## config.mk

```make
export PLATFORM = sky130hd
export DESIGN_NAME = program_counter_flat
export DESIGN_NICKNAME = d
export VERILOG_FILES = /design/src/rtl/program_counter_if.sv /design/src/rtl/program_counter.sv /design/src/flat_wrapper.sv
export SDC_FILE = /design/constraint.sdc
export NUM_CORES = 1
export LEC_CHECK = 0
export BUFFER_PORTS_ARGS = -buffer_cell sky130_fd_sc_hd__buf_4
export CAP_MARGIN = 20
export CORE_AREA = 2 2 50 88
export CTS_BUF_LIST = sky130_fd_sc_hd__clkbuf_8
export CTS_CLUSTER_DIAMETER = 60
export DETAILED_ROUTE_END_ITERATION = 7
export DIE_AREA = 0 0 52 90
export SLEW_MARGIN = 25
export SYNTH_ARGS = -nofsm -noshare
export SYNTH_HDL_FRONTEND = slang
export SYNTH_SLANG_ARGS = --single-unit
```

## constraint.sdc

```tcl
create_clock -name clk -period 3.7 [get_ports clk]
set_input_delay 0.925 -clock clk [delete_from_list [all_inputs] [get_ports clk]]
set_output_delay 0.925 -clock clk [all_outputs]
set_load 0.02 [all_outputs]
```

## src/rtl/program_counter_if.sv

```systemverilog
// program_counter_if
//   Control and address bundle between the decoder/ALU side (master) and the
//   fetch-stage program counter (slave).
//
//   Signals:
//     stall           master->slave  hold addr, stack and flags this cycle
//     jump            master->slave  load addr with target
//     branch          master->slave  conditional relative branch request
//     branch_taken    master->slave  branch condition, used only with branch
//     call            master->slave  push addr+1, load addr with target
//     ret             master->slave  pop return address into addr
//     target          master->slave  absolute jump/call target
//     offset          master->slave  two's-complement branch offset
//     addr            slave->master  current instruction address
//     stack_depth     slave->master  occupied return-stack entries
//     stack_overflow  slave->master  sticky: call seen with stack full
//     stack_underflow slave->master  sticky: ret seen with stack empty
interface program_counter_if #(
    parameter int unsigned ADDR_WIDTH  = 4,
    parameter int unsigned STACK_DEPTH = 4
);
    localparam int unsigned DEPTH_W = $clog2(STACK_DEPTH + 1);

    logic                  stall;
    logic                  jump;
    logic                  branch;
    logic                  branch_taken;
    logic                  call;
    logic                  ret;
    logic [ADDR_WIDTH-1:0] target;
    logic [ADDR_WIDTH-1:0] offset;
    logic [ADDR_WIDTH-1:0] addr;
    logic [DEPTH_W-1:0]    stack_depth;
    logic                  stack_overflow;
    logic                  stack_underflow;

    modport master (
        output stall,
        output jump,
        output branch,
        output branch_taken,
        output call,
        output ret,
        output target,
        output offset,
        input  addr,
        input  stack_depth,
        input  stack_overflow,
        input  stack_underflow
    );

    modport slave (
        input  stall,
        input  jump,
        input  branch,
        input  branch_taken,
        input  call,
        input  ret,
        input  target,
        input  offset,
        output addr,
        output stack_depth,
        output stack_overflow,
        output stack_underflow
    );
endinterface

```

## src/rtl/program_counter.sv

```systemverilog
// program_counter
//   Fetch-stage address generator. Holds the current instruction address and
//   each cycle advances it by increment, jump, PC-relative branch, call or
//   return. Calls/returns use an internal LIFO return stack with sticky
//   overflow/underflow flags. All outputs are registers.
//
//   Ports:
//     clk     system clock, all state changes on the rising edge
//     rst     synchronous active-high reset
//     pc_bus  program_counter_if slave modport (controls in, addr/status out)
//
//   Next-address priority, highest first:
//     rst, stall, ret, call, jump, branch && branch_taken, increment.
module program_counter #(
    parameter int unsigned ADDR_WIDTH  = 4,
    parameter int unsigned STACK_DEPTH = 4
) (
    input  logic                  clk,
    input  logic                  rst,
    program_counter_if.slave      pc_bus
);
    localparam int unsigned DEPTH_W = $clog2(STACK_DEPTH + 1);

    logic [ADDR_WIDTH-1:0] addr_q, addr_d;
    logic [DEPTH_W-1:0]    depth_q, depth_d;
    logic                  ovf_q, ovf_d;
    logic                  unf_q, unf_d;
    logic [ADDR_WIDTH-1:0] stack_q [STACK_DEPTH];

    logic [ADDR_WIDTH-1:0] addr_seq;
    logic [ADDR_WIDTH-1:0] stack_top;
    logic                  stack_full;
    logic                  stack_empty;
    logic                  push;

    // Sequential successor; wraps naturally at 2^ADDR_WIDTH.
    assign addr_seq    = addr_q + ADDR_WIDTH'(1);
    assign stack_full  = (depth_q == DEPTH_W'(STACK_DEPTH));
    assign stack_empty = (depth_q == '0);

    // Entry below the occupancy pointer is the top of stack.
    always_comb begin
        stack_top = '0;
        for (int i = 0; i < int'(STACK_DEPTH); i++) begin
            if (depth_q == DEPTH_W'(i + 1)) begin
                stack_top = stack_q[i];
            end
        end
    end

    always_comb begin
        addr_d  = addr_q;
        depth_d = depth_q;
        ovf_d   = ovf_q;
        unf_d   = unf_q;
        push    = 1'b0;

        if (!pc_bus.stall) begin
            if (pc_bus.ret) begin
                if (!stack_empty) begin
                    addr_d  = stack_top;
                    depth_d = depth_q - DEPTH_W'(1);
                end else begin
                    // Empty-stack return degrades to a plain increment.
                    addr_d = addr_seq;
                    unf_d  = 1'b1;
                end
            end else if (pc_bus.call) begin
                // The redirect happens even when the push is dropped.
                addr_d = pc_bus.target;
                if (!stack_full) begin
                    push    = 1'b1;
                    depth_d = depth_q + DEPTH_W'(1);
                end else begin
                    ovf_d = 1'b1;
                end
            end else if (pc_bus.jump) begin
                addr_d = pc_bus.target;
            end else if (pc_bus.branch && pc_bus.branch_taken) begin
                // Offset is already ADDR_WIDTH wide, so a modular add equals
                // adding the sign-extended value.
                addr_d = addr_q + pc_bus.offset;
            end else begin
                addr_d = addr_seq;
            end
        end
    end

    always_ff @(posedge clk) begin
        if (rst) begin
            addr_q  <= '0;
            depth_q <= '0;
            ovf_q   <= 1'b0;
            unf_q   <= 1'b0;
        end else begin
            addr_q  <= addr_d;
            depth_q <= depth_d;
            ovf_q   <= ovf_d;
            unf_q   <= unf_d;
        end
    end

    // Stack storage carries no reset; entries above depth_q are don't-care.
    always_ff @(posedge clk) begin
        for (int i = 0; i < int'(STACK_DEPTH); i++) begin
            if (!rst && push && (depth_q == DEPTH_W'(i))) begin
                stack_q[i] <= addr_seq;
            end
        end
    end

    assign pc_bus.addr            = addr_q;
    assign pc_bus.stack_depth     = depth_q;
    assign pc_bus.stack_overflow  = ovf_q;
    assign pc_bus.stack_underflow = unf_q;
endmodule

```

## src/flat_wrapper.sv

```systemverilog
// flat-port wrapper written by rule: the top's interface ports become plain ports
module program_counter_flat 
#(
    parameter int unsigned ADDR_WIDTH  = 4,
    parameter int unsigned STACK_DEPTH = 4
)
  (clk, rst, pc_bus_stall, pc_bus_jump, pc_bus_branch, pc_bus_branch_taken, pc_bus_call, pc_bus_ret, pc_bus_target, pc_bus_offset, pc_bus_addr, pc_bus_stack_depth, pc_bus_stack_overflow, pc_bus_stack_underflow);
  program_counter_if #(.ADDR_WIDTH(ADDR_WIDTH), .STACK_DEPTH(STACK_DEPTH)) pc_bus_i ();
  input  logic clk;
  input  logic rst;
  input wire logic [$bits(pc_bus_i.stall)-1:0] pc_bus_stall;
  input wire logic [$bits(pc_bus_i.jump)-1:0] pc_bus_jump;
  input wire logic [$bits(pc_bus_i.branch)-1:0] pc_bus_branch;
  input wire logic [$bits(pc_bus_i.branch_taken)-1:0] pc_bus_branch_taken;
  input wire logic [$bits(pc_bus_i.call)-1:0] pc_bus_call;
  input wire logic [$bits(pc_bus_i.ret)-1:0] pc_bus_ret;
  input wire logic [$bits(pc_bus_i.target)-1:0] pc_bus_target;
  input wire logic [$bits(pc_bus_i.offset)-1:0] pc_bus_offset;
  output wire logic [$bits(pc_bus_i.addr)-1:0] pc_bus_addr;
  output wire logic [$bits(pc_bus_i.stack_depth)-1:0] pc_bus_stack_depth;
  output wire logic [$bits(pc_bus_i.stack_overflow)-1:0] pc_bus_stack_overflow;
  output wire logic [$bits(pc_bus_i.stack_underflow)-1:0] pc_bus_stack_underflow;
  assign pc_bus_i.stall = pc_bus_stall;
  assign pc_bus_i.jump = pc_bus_jump;
  assign pc_bus_i.branch = pc_bus_branch;
  assign pc_bus_i.branch_taken = pc_bus_branch_taken;
  assign pc_bus_i.call = pc_bus_call;
  assign pc_bus_i.ret = pc_bus_ret;
  assign pc_bus_i.target = pc_bus_target;
  assign pc_bus_i.offset = pc_bus_offset;
  assign pc_bus_addr = pc_bus_i.addr;
  assign pc_bus_stack_depth = pc_bus_i.stack_depth;
  assign pc_bus_stack_overflow = pc_bus_i.stack_overflow;
  assign pc_bus_stack_underflow = pc_bus_i.stack_underflow;
  program_counter #(.ADDR_WIDTH(ADDR_WIDTH), .STACK_DEPTH(STACK_DEPTH)) u_core (.clk(clk), .rst(rst), .pc_bus(pc_bus_i));
endmodule
```

Word-level counts from Yosys, hierarchy flattened
Memory sizes are Yosys's and may differ from the RTL's.
Cells that the tools add are included.
{ "word_totals": {"regBits": 9, "output_inout_bits": 9, "mem_count": 1, "ramBits": 16, "word_cells": 66} }
{ "op_classes": {"n_eq_ne": 6, "n_addsub": 4, "bitwise": 2, "reduce_logical": 15, "n_mux": 34} }
{ "mem_list": {"columns": ["name", "depth", "width", "read_ports", "rd_clocked_by_memory_dff", "write_ports", "line", "rtl"], "rows": [
  ["u_core.stack_q", 4, 4, 4, 0, 1, "program_counter.sv:28", "logic [ADDR_WIDTH-1:0] stack_q [STACK_DEPTH];"]
]} }
{ "op_table": {"columns": ["op", "n"], "rows": [
  ["$mux W4", 12],
  ["$mux W1", 15],
  ["$mux W3", 4],
  ["$reduce_or A4 Y1", 3],
  ["$reduce_and A4 Y1", 2],
  ["$eq A3 B2 Y1 const B", 2],
  ["$logic_and A1 B1 Y1", 6],
  ["$mux W2", 3],
  ["$add A4 B1 Y4 const B", 1],
  ["$add A4 B4 Y4", 1],
  ["$ne A2 B2 Y1 const B", 2],
  ["$add A3 B1 Y3 const B", 1],
  ["$eq A3 B1 Y1 const B", 1],
  ["$eq A3 B3 Y1 const B", 1],
  ["$logic_not A3 Y1", 1],
  ["$reduce_and A3 Y1", 1],
  ["$sub A3 B1 Y3 const B", 1],
  ["$not A1 Y1", 2],
  ["$reduce_bool A2 Y1", 1],
  ["$logic_not A1 Y1", 1]
]} }

Depth between registers and ports, before layout
Gate-level depths: netlist of the first run.
{ "logic_depth": {"word_depth": 13, "mapped_depth": 10, "depth_no_buf": 7} }

Least setup slack after synthesis of the first run
OpenSTA, ideal clock, no wires.
{ "synth_timing": {"kind": "input to register", "start": "in pc_bus_offset[0]", "end": "reg u_core.addr_q[1], in the netlist u_core.pc_bus.addr[1]", "t_required_ns": 3.614, "setup_time_ns": 0.086, "slack_ns": 1.397, "arrival_ns": 2.217, "cell_stages": 7, "cell_sequence": "ha_1 > inv_1 > fa_1 > or2_2 > a31oi_1 > a221oi_1 > a211oi_1"} }
{ "synth_via": {"elab_chain_cells": 5} }
{ "synth_rtl": {"columns": ["item", "line", "rtl"], "rows": [
  ["from (decl)", "flat_wrapper.sv:18", "input wire logic [$bits(pc_bus_i.offset)-1:0] pc_bus_offset;"],
  ["$add A4 B4 Y4", "program_counter.sv:82", "addr_d = addr_q + pc_bus.offset;"],
  ["$mux W4", "program_counter.sv:79", "end else if (pc_bus.branch && pc_bus.branch_taken) begin"],
  ["$mux W4", "program_counter.sv:77", "end else if (pc_bus.jump) begin"],
  ["$mux W4", "program_counter.sv:68", "end else if (pc_bus.call) begin"],
  ["$mux W4", "program_counter.sv:59", "if (pc_bus.ret) begin"],
  ["to (signal assigned)", "program_counter.sv:96", "addr_q <= addr_d;"],
  ["to (decl)", "program_counter.sv:24", "logic [ADDR_WIDTH-1:0] addr_q, addr_d;"]
]} }
Every way passes these cells.
A chain may end at the register's enable or synchronous reset.

Final worst setup path of the first run
{ "layout_timing": {"start": "reg u_core.depth_q[2], in the netlist u_core.pc_bus.stack_depth[2]", "end": "reg u_core.addr_q[3], in the netlist u_core.pc_bus.addr[3]"} }
{ "layout_via": {"elab_chain_cells": 7, "elab_cells_between_ends": 11, "classes_between": "eq/ne: 4; mux: 6; reduce/logical: 1"} }
{ "layout_rtl": {"columns": ["item", "line", "rtl"], "rows": [
  ["from (decl)", "program_counter.sv:25", "logic [DEPTH_W-1:0] depth_q, depth_d;"],
  ["from (signal assigned)", "program_counter.sv:97", "depth_q <= depth_d;"],
  ["$eq A3 B1 Y1", "program_counter.sv:45", "if (depth_q == DEPTH_W'(i + 1)) begin"],
  ["$mux W4 (4 in series)", "program_counter.sv:45", null],
  ["$mux W4 (*)", "program_counter.sv:60", "if (!stack_empty) begin"],
  ["$mux W4 (*)", "program_counter.sv:59", null]
]} }
Mark *: on every way between the ends. The rest lies on a longest branch, timed or not.

==> results of run 1 <==
## kinds of logic (layout without fill, tap and decap cells)
| family | count (synthesis) | count (layout) |
|---|---|---|
| flip-flops | 25 | 25 |
| buffers and inverters | 17 | 38 |
| AO/OA/AOI/OAI | 38 | 38 |
| AND/OR/NAND/NOR | 43 | 43 |
| multiplexers | 2 | 2 |
| XOR/XNOR | 7 | 7 |
| adder cells (fa/ha/maj) | 11 | 11 |
## Yosys cell counts (all sizes together) (2+ instances only)
library cell / instances
a2111oi: 2
a211oi: 5
a21oi: 7
a22oi: 3
a41oi: 2
and2: 2
buf: 5
clkbuf: 2
dfxtp: 9
edfxtp: 16
ha: 10
inv: 10
mux2i: 2
nand2: 10
nand2b: 2
nand3: 3
nor2: 14
nor2b: 3
nor3: 3
o211ai: 3
o21ai: 6
o31ai: 3
xnor2: 4
xor2: 3
## state kept, by name, summed over array words and instances (netlist names)
| register | count |
|---|---|
| u_core.pc_bus.stack_overflow | 1 |
| u_core.pc_bus.stack_underflow | 1 |
| u_core.pc_bus.addr | 4 |
| u_core.stack_q | 16 |
| u_core.pc_bus.stack_depth | 3 |
## worst min path at each step
stage	from	to	slack, ns	depth (start not counted)
5_1_grt	u_core.pc_bus.stack_overflow	u_core.pc_bus.stack_overflow	0.54	2
6_report	u_core.pc_bus.stack_underflow	u_core.pc_bus.stack_underflow	0.49	2
4_1_cts	u_core.pc_bus.stack_underflow	u_core.pc_bus.stack_underflow	0.50	2
3_5_place_dp	u_core.pc_bus.stack_underflow	u_core.pc_bus.stack_underflow	0.48	2
2_1_floorplan	u_core.pc_bus.stack_underflow	u_core.pc_bus.stack_underflow	0.55	2
3_3_place_gp	u_core.pc_bus.stack_underflow	u_core.pc_bus.stack_underflow	0.46	2
## area by class of cell
cell class	count	area, um^2	share of cell area (%)
well taps	49	61.3	3.58
clock inverters	1	3.75	0.219
inverters	10	37.5	2.19
flip-flops and latches	25	661	38.6
clock buffers	3	41.3	2.41
repair buffers	24	180	10.5
multi-input cells	101	726	42.4
## layer usage
layer / routed length [um] / global-route usage, % / up-vias
li1: - / - / 567
met5: 0 / 0 / -
met4: 51 / 5.92 / 0
met2: 1960 / 29.7 / 25
met3: 119 / 0.997 / 5
met1: 1170 / 18.2 / 543
## report_power, final
part           switching, W  leakage (nW)  internal [W]
logic              0.000102         0.402     0.0000766
registers         0.0000181         0.219      0.000313
clock network     0.0000824        0.0269     0.0000742
## stage by stage
stage	std cells	instance area (um^2)	util, %
after floorplan	143	1460	-
after global placement	209	1670	41.7
after detailed placement	209	1670	41.7
after CTS	213	1710	42.8
after global routing	213	1710	42.8
final	213	1710	42.8
## worst min-delay path, cell delays in order, from the launching register on
cell     delay, ns
dfxtp_1       0.34
nor2_1        0.05
nor2_1        0.07
==> results.txt, run 1 <==
- Critical path class: register to register
- Number of core rows: 31
- The tool flagged a number of max-cap violations equal to 0.
- RSZ-0062 raised after global routing: no
* Maximum achievable frequency: 411 MHz
* Family of cells with the greatest summed delay on the critical path: compound AO/OA/AOI/OAI gates
- Summing the areas of all fa, ha and maj instances in the mapped netlist gives 9.92% of the synthesized area.
- Summed over all layers, the global routing overflow is 0.
- Antenna violations before repair: 0
- Final clock period utilization by the worst path: 65.7%
* Worst slack after detailed placement: 1.21 ns
* Synthesized flop and latch total: 25
- Across every metal layer, demand over resource in global routing totals 16.1%.
- Remaining antenna violation count: 0
- The repair_antennas step left the layout with diodes totalling 0.
- The worst-case IR drop observed on VDD is 0.000200 V.
- Post-CTS Repair Setup Buffers: 0
- After clock tree synthesis, the clock-pin slew on the worst setup and hold paths is 0.09 ns.
- In the routed design, unresolved DRC markers number 0.
- Type of element launching the critical path: register
- Fillcell total: 395
- Setup total negative slack on the finished layout was measured at 0 ns.
* I/O pins: 25
- Commonest register cell after synthesis: edfxtp_1
* Worst clock skew: 0.00760 ns
* Final count of hold timing violations: 0
- Of the synthesized area, sequential elements account for 45.2%.
* Least-Margin Pin Slew: 0.665 ns
- CP arrival: 2.64 ns
- Weighted congestion reported at the end of routability-driven placement: 0.748
* Starting density of the core: 36.6%
- The number of clock buffers added by TritonCTS is 3.
* Critical path required time: 3.91 ns
- Capturing point of the worst reg2reg path: u_core.pc_bus.addr[3]
- The total area inside the core boundary comes to 4000 um^2.
- Most common library cell in the layout ignoring fill and taps: buf_4
* Synthesized netlist cell count: 143
- The number of pins with negative max-slew slack in the final report is 0.
* Mean routed wirelength per cell: 15.5 um
- Bufs on Longest Clock Path: 2
- Clock tree root buffer cell: clkbuf_8
* Hold slack final: 0.491 ns
- For this design the ratio of total power to cell area is 390 nW/um^2.
* Detailed-route wire length: 3.30 mm
- Counting every net in the synthesized netlist gives 170.
- The setup check on the worst reg-to-reg path leaves a slack of 1.27 ns.
* Logic depth of the worst register-to-register path: 7
- From bottom edge to top edge, the die measures 90 um.
- For this run, the number of Yosys warnings is 0.
- Summing the areas of all compound-gate instances in the mapped netlist gives 19.4% of the synthesized area.
- Number of nets in the layout: 192
* CP bufs+invs: 1
* Die Area: 4680 um^2
* Post-synth design cell area: 1460 um^2
- Largest fanout on the critical path: 18
- Count of endpoints failing setup in the final report: 0
* TritonCTS clock tree: built
- The worst setup path is captured at a register.
- In the synthesized netlist, mux cells make up 1.37% of the area.
* TritonRoute pass-1 iters: 4
- The post-route netlist has 19.5% of its cells at a drive strength greater than 1.
- Across all setup checks in the final design, the least slack found is 1.27 ns.
* Status: finished, final reports clean
* Number of distinct standard cells referenced by the synthesized netlist: 42
- Counting flops with a built-in enable in the synthesized netlist gives 16.
* Horizontal extent of the die: 52 um
- Largest family of logic cells by synthesized area: compound AO/OA/AOI/OAI gates
* Worst min path class: register to register
- Top cells by area in the synthesized netlist: edfxtp_1, dfxtp_1, ha_1
* Most area-hungry cell type in the Yosys netlist: edfxtp_1
- Synthesis-to-finish area growth: 16.9%
- After clock tree synthesis, the repair step resized 0 gates.
- The via count of the first global-routing pass is 1178.
* Headroom to the max-slew limit: 55.6%
- The clock reaches the later pin of the worst-skew pair after 0.27 ns.
* XOR/XNOR Fraction of Synth Area: 4.19%
- Across all layers, the routed design uses 1140 vias.
- LEAKAGE: 0.648 nW
- Area share of and/or/nand/nor cells after synthesis: 14.7%
- The synthesized design devotes to its leading area cell type 32.8% of total area.
* Pin count of the biggest net entering global routing: 19
* Most frequent cells in the layout: buf_4, edfxtp_1, nor2_1, inv_1
- After detailed routing, the number of vias per cell comes to 5.35.
- End point of the critical path: u_core.pc_bus.addr[3]
- Wire length of the first global-routing pass: 5.66 mm
* CTS sink count: 25
- Detailed placement ended at an HPWL of 2.65 mm.
- CTS built an H-tree with a depth of 1.
- Port Buf Inserts: 24
* Hold-fix buffers, CTS: 0
- The completed layout was analyzed and its total power is 0.000666 W.
- Stages on the worst setup path: 7
- Traced cell by cell, the critical path runs through inv_1, ha_1, nor2b_1, a2111oi_0, a21oi_1, o221a_1, o22ai_2.
* Crit path max-delay cell type: dfxtp_1
* Count of routing violations after the opening detailed-route iteration: 29
- Tmin final: 2.43 ns
- Largest incremental delay on the critical path: 0.76 ns
* Mean instance size in the synthesized netlist: 10.2 um^2
- Launch point of the worst reg-to-reg path: u_core.pc_bus.stack_depth[2]
* Proportion of register bits with asynchronous set or reset after synthesis: 0%
- Worst setup path startpoint: u_core.pc_bus.stack_depth[2]
No activity file was read; power rests on OpenSTA's default activity.
==> run 2, diff against run 1 <==
Clock period 3.7 ns to 2.3 ns, I/O delays scaled along.
==> results.txt, run 2 (synthesized netlist as in run 1, its figures left out) <==
- The number of CTS-inserted buffers came to 3 (unchanged).
- The worst reg2reg path startpoint is u_core.pc_bus.stack_depth[0] (was u_core.pc_bus.stack_depth[2]).
- Total power per unit cell area: 625 nW/um^2 (was 390 nW/um^2)
- RSZ-0062 raised after global routing: no (unchanged)
- The worst min-delay path startpoint is u_core.pc_bus.stack_underflow (unchanged).
- The critical path launch point type is a register (unchanged).
- The maximum buffer depth of the clock tree came to 2 (unchanged).
- The final routed wirelength across all metal layers was 3.33 mm (was 3.30 mm).
* Final clock period utilization by the worst path: 89.6% (was 65.7%)
- The global-route wire length before repair is 5.58 mm (was 5.66 mm).
- Status: finished, final reports clean (unchanged).
* Number of core rows: 31 (unchanged)
- CTS sink count: 25 (unchanged)
- Number of vias after detailed routing: 1175 (was 1140)
* Max FFs per register: 16 (unchanged)
* Maximum achievable frequency: 486 MHz (was 411 MHz)
- Antenna violations before repair: 0 (unchanged)
- Synthesis-to-finish area growth: 18.0% (was 16.9%)
- Least-Margin Pin Slew: 0.537 ns (was 0.665 ns)
* Port Buf Inserts: 24 (unchanged)
- Vert. Die Dim: 90 um (unchanged)
- The HPWL after detailed placement came to 2.67 mm (was 2.65 mm).
- Critical path class: register to register (unchanged)
- The type of the tightest min-delay check is register to register (unchanged).
- I/O pins: 25 (unchanged)
- The critical path data required time is 2.51 ns (was 3.91 ns).
* Placed cell area: 1680 um^2 (was 1670 um^2)
- Maximum capacitance violations: 0 (unchanged)
* Area inside the core boundary: 4000 um^2 (unchanged)
- Die Area: 4680 um^2 (unchanged)
- Clock transition time at the flip-flop clock pins of the worst setup and hold paths: 0.09 ns (about the same)
- Vias per cell: 5.47 (was 5.35)
- The kind of capture point of the worst setup path is a register (unchanged).
- Counting stages on the worst path, the most repeated cell is ha_1.
- The residual antenna-violating net count after detailed routing is 0 (unchanged).
- VDD IR-drop max: 0.000401 V (was 0.000200 V)
- The number of pins with negative max-slew slack in the final report came to 0 (unchanged).
- Reg with most FFs: u_core.stack_q (unchanged)
- The highest-delay cell along the critical path is a2111oi_0 (was dfxtp_1).
- The initial core utilization was 36.6% (unchanged).
- Largest fanout on the critical path: 10 (was 18)
* Post-CTS Repair Setup Buffers: 0 (unchanged)
- The count of TritonRoute iterations in the first routing pass is 4 (unchanged).
- Most frequent cells in the layout: buf_4, edfxtp_1, nor2_1, inv_1 (unchanged).
- Drt drc: 0 (unchanged)
- Worst clock skew: 0.00620 ns (was 0.00760 ns)
- The setup TNS came to 0 ns (unchanged).
- Final count of hold timing violations: 0 (unchanged)
* TritonCTS clock tree: built (unchanged)
* Tmin final: 2.06 ns (was 2.43 ns)
- Busiest layer in global routing: met2 (unchanged)
* Cells along the critical path: ha_1, ha_1, nor2b_1, a2111oi_0, a21oi_1, o221a_1, o22ai_2 (was inv_1, ha_1, nor2b_1, a2111oi_0, a21oi_1, o221a_1, o22ai_2)
* Weighted congestion reported at the end of routability-driven placement: 0.728 (was 0.748)
* Layout cells sized above 1: 20.5% (was 19.5%)
* Count of endpoints failing setup in the final report: 0 (unchanged)
* Mean routed wirelength per cell: 15.5 um (about the same)
- The global routing met3 resource utilization was 1.83% (was 0.997%).
* Final std cell area, no fill: 1730 um^2 (was 1710 um^2)
- LEAKAGE: 0.659 nW (was 0.648 nW)
- The horizontal die dimension was 52 um (unchanged).
- The number of hold buffers added after cts was 0 (unchanged).
* Headroom to the max-slew limit: 64.1% (was 55.6%)
- Number of nets in the layout: 194 (was 192)
- The aggregate global-route resource usage was 15.8% (was 16.1%).
* Worst setup path startpoint: u_core.pc_bus.stack_depth[0] (was u_core.pc_bus.stack_depth[2])
* Total power after layout: 0.00108 W (was 0.000666 W)
* Fraction of met1 tracks used by global routing: 15.8% (was 18.2%)
- Total congestion overflow after global routing: 0 (unchanged)
- The clock root buffer master is clkbuf_8 (unchanged).
- The clock network latency to the later pin of the worst-skew pair came to 0.27 ns (about the same).
* Worst R2R Setup Slack: 0.24 ns (was 1.27 ns)
- Most common library cell in the layout ignoring fill and taps: buf_4 (unchanged)
- Fraction of met2 tracks used by global routing: 30.7% (was 29.7%)
- The via count of the first global-routing pass was 1237 (was 1178).
* Largest incremental delay on the critical path: 0.48 ns (was 0.76 ns)
- Count of inserted antenna diode cells: 0 (unchanged)
- CP arrival: 2.27 ns (was 2.64 ns)
- The count of filler cells inserted in the layout came to 388 (was 395).
- The number of H-tree levels is 1 (unchanged).
* Pin count of the biggest net entering global routing: 18 (was 19)
* Count of routing violations after the opening detailed-route iteration: 35 (was 29)
## run 2: cell types whose count changed in the layout (fill, tap and decap cells not counted), sizes merged
cell  change
buf       +2
## run 2: worst paths after layout
check,endpoint,cells after the start
hold reg to reg,u_core.pc_bus.stack_underflow,2
hold / removal,u_core.pc_bus.stack_underflow,2
setup / recovery,u_core.pc_bus.addr[3],7
setup reg to reg,u_core.pc_bus.addr[3],7
## run 2: metrics by stage
step	hold WS, ns	worst slack (ns)	util (%)	instances
5_1_grt	0.522	0.0569	43.2	215
4_1_cts	0.497	0.202	43.2	215
2_1_floorplan	0.555	0.166	-	143
3_3_place_gp	0.462	0.200	42.1	211
6_report	0.484	0.240	43.2	215
3_5_place_dp	0.476	0.124	42.1	211
## run 2: repair_timing
action,4_1_cts,5_1_grt
setup endpoints to repair,0,1
hold endpoints to repair,0,0
gates resized for setup,0,1
## run 2: final cells by class
type	instances	area (um^2)	area share (%)
clock buffer	3	41.3	2.39
clock inverter	1	3.75	0.217
inverter	10	37.5	2.17
multi-input combinational	101	727	42.1
sequential	25	661	38.3
tap	49	61.3	3.55
timing repair buffer	26	195	11.3
## run 2: critical path: cells and delay by family, from the launching register on
family | cells | cell delay, ns
adder cells (fa/ha/maj) | 2 | 0.52
AO/OA/AOI/OAI | 4 | 0.93
AND/OR/NAND/NOR | 1 | 0.18
flip-flops | 1 | 0.37
## run 2: report_power, final
group | internal [W] | total, W | leakage, nW | switching, W
Sequential | 0.000503 | 0.000524 | 0.219 | 0.0000205
Clock | 0.000119 | 0.000257 | 0.0269 | 0.000137
Combinational | 0.000126 | 0.000299 | 0.413 | 0.000173
## run 2: per-layer routing
metal	vias up	part of all wire, %
met1	570	36
met3	6	3.0
met4	0	1.5
li1	572	-
met5	-	0
met2	27	59
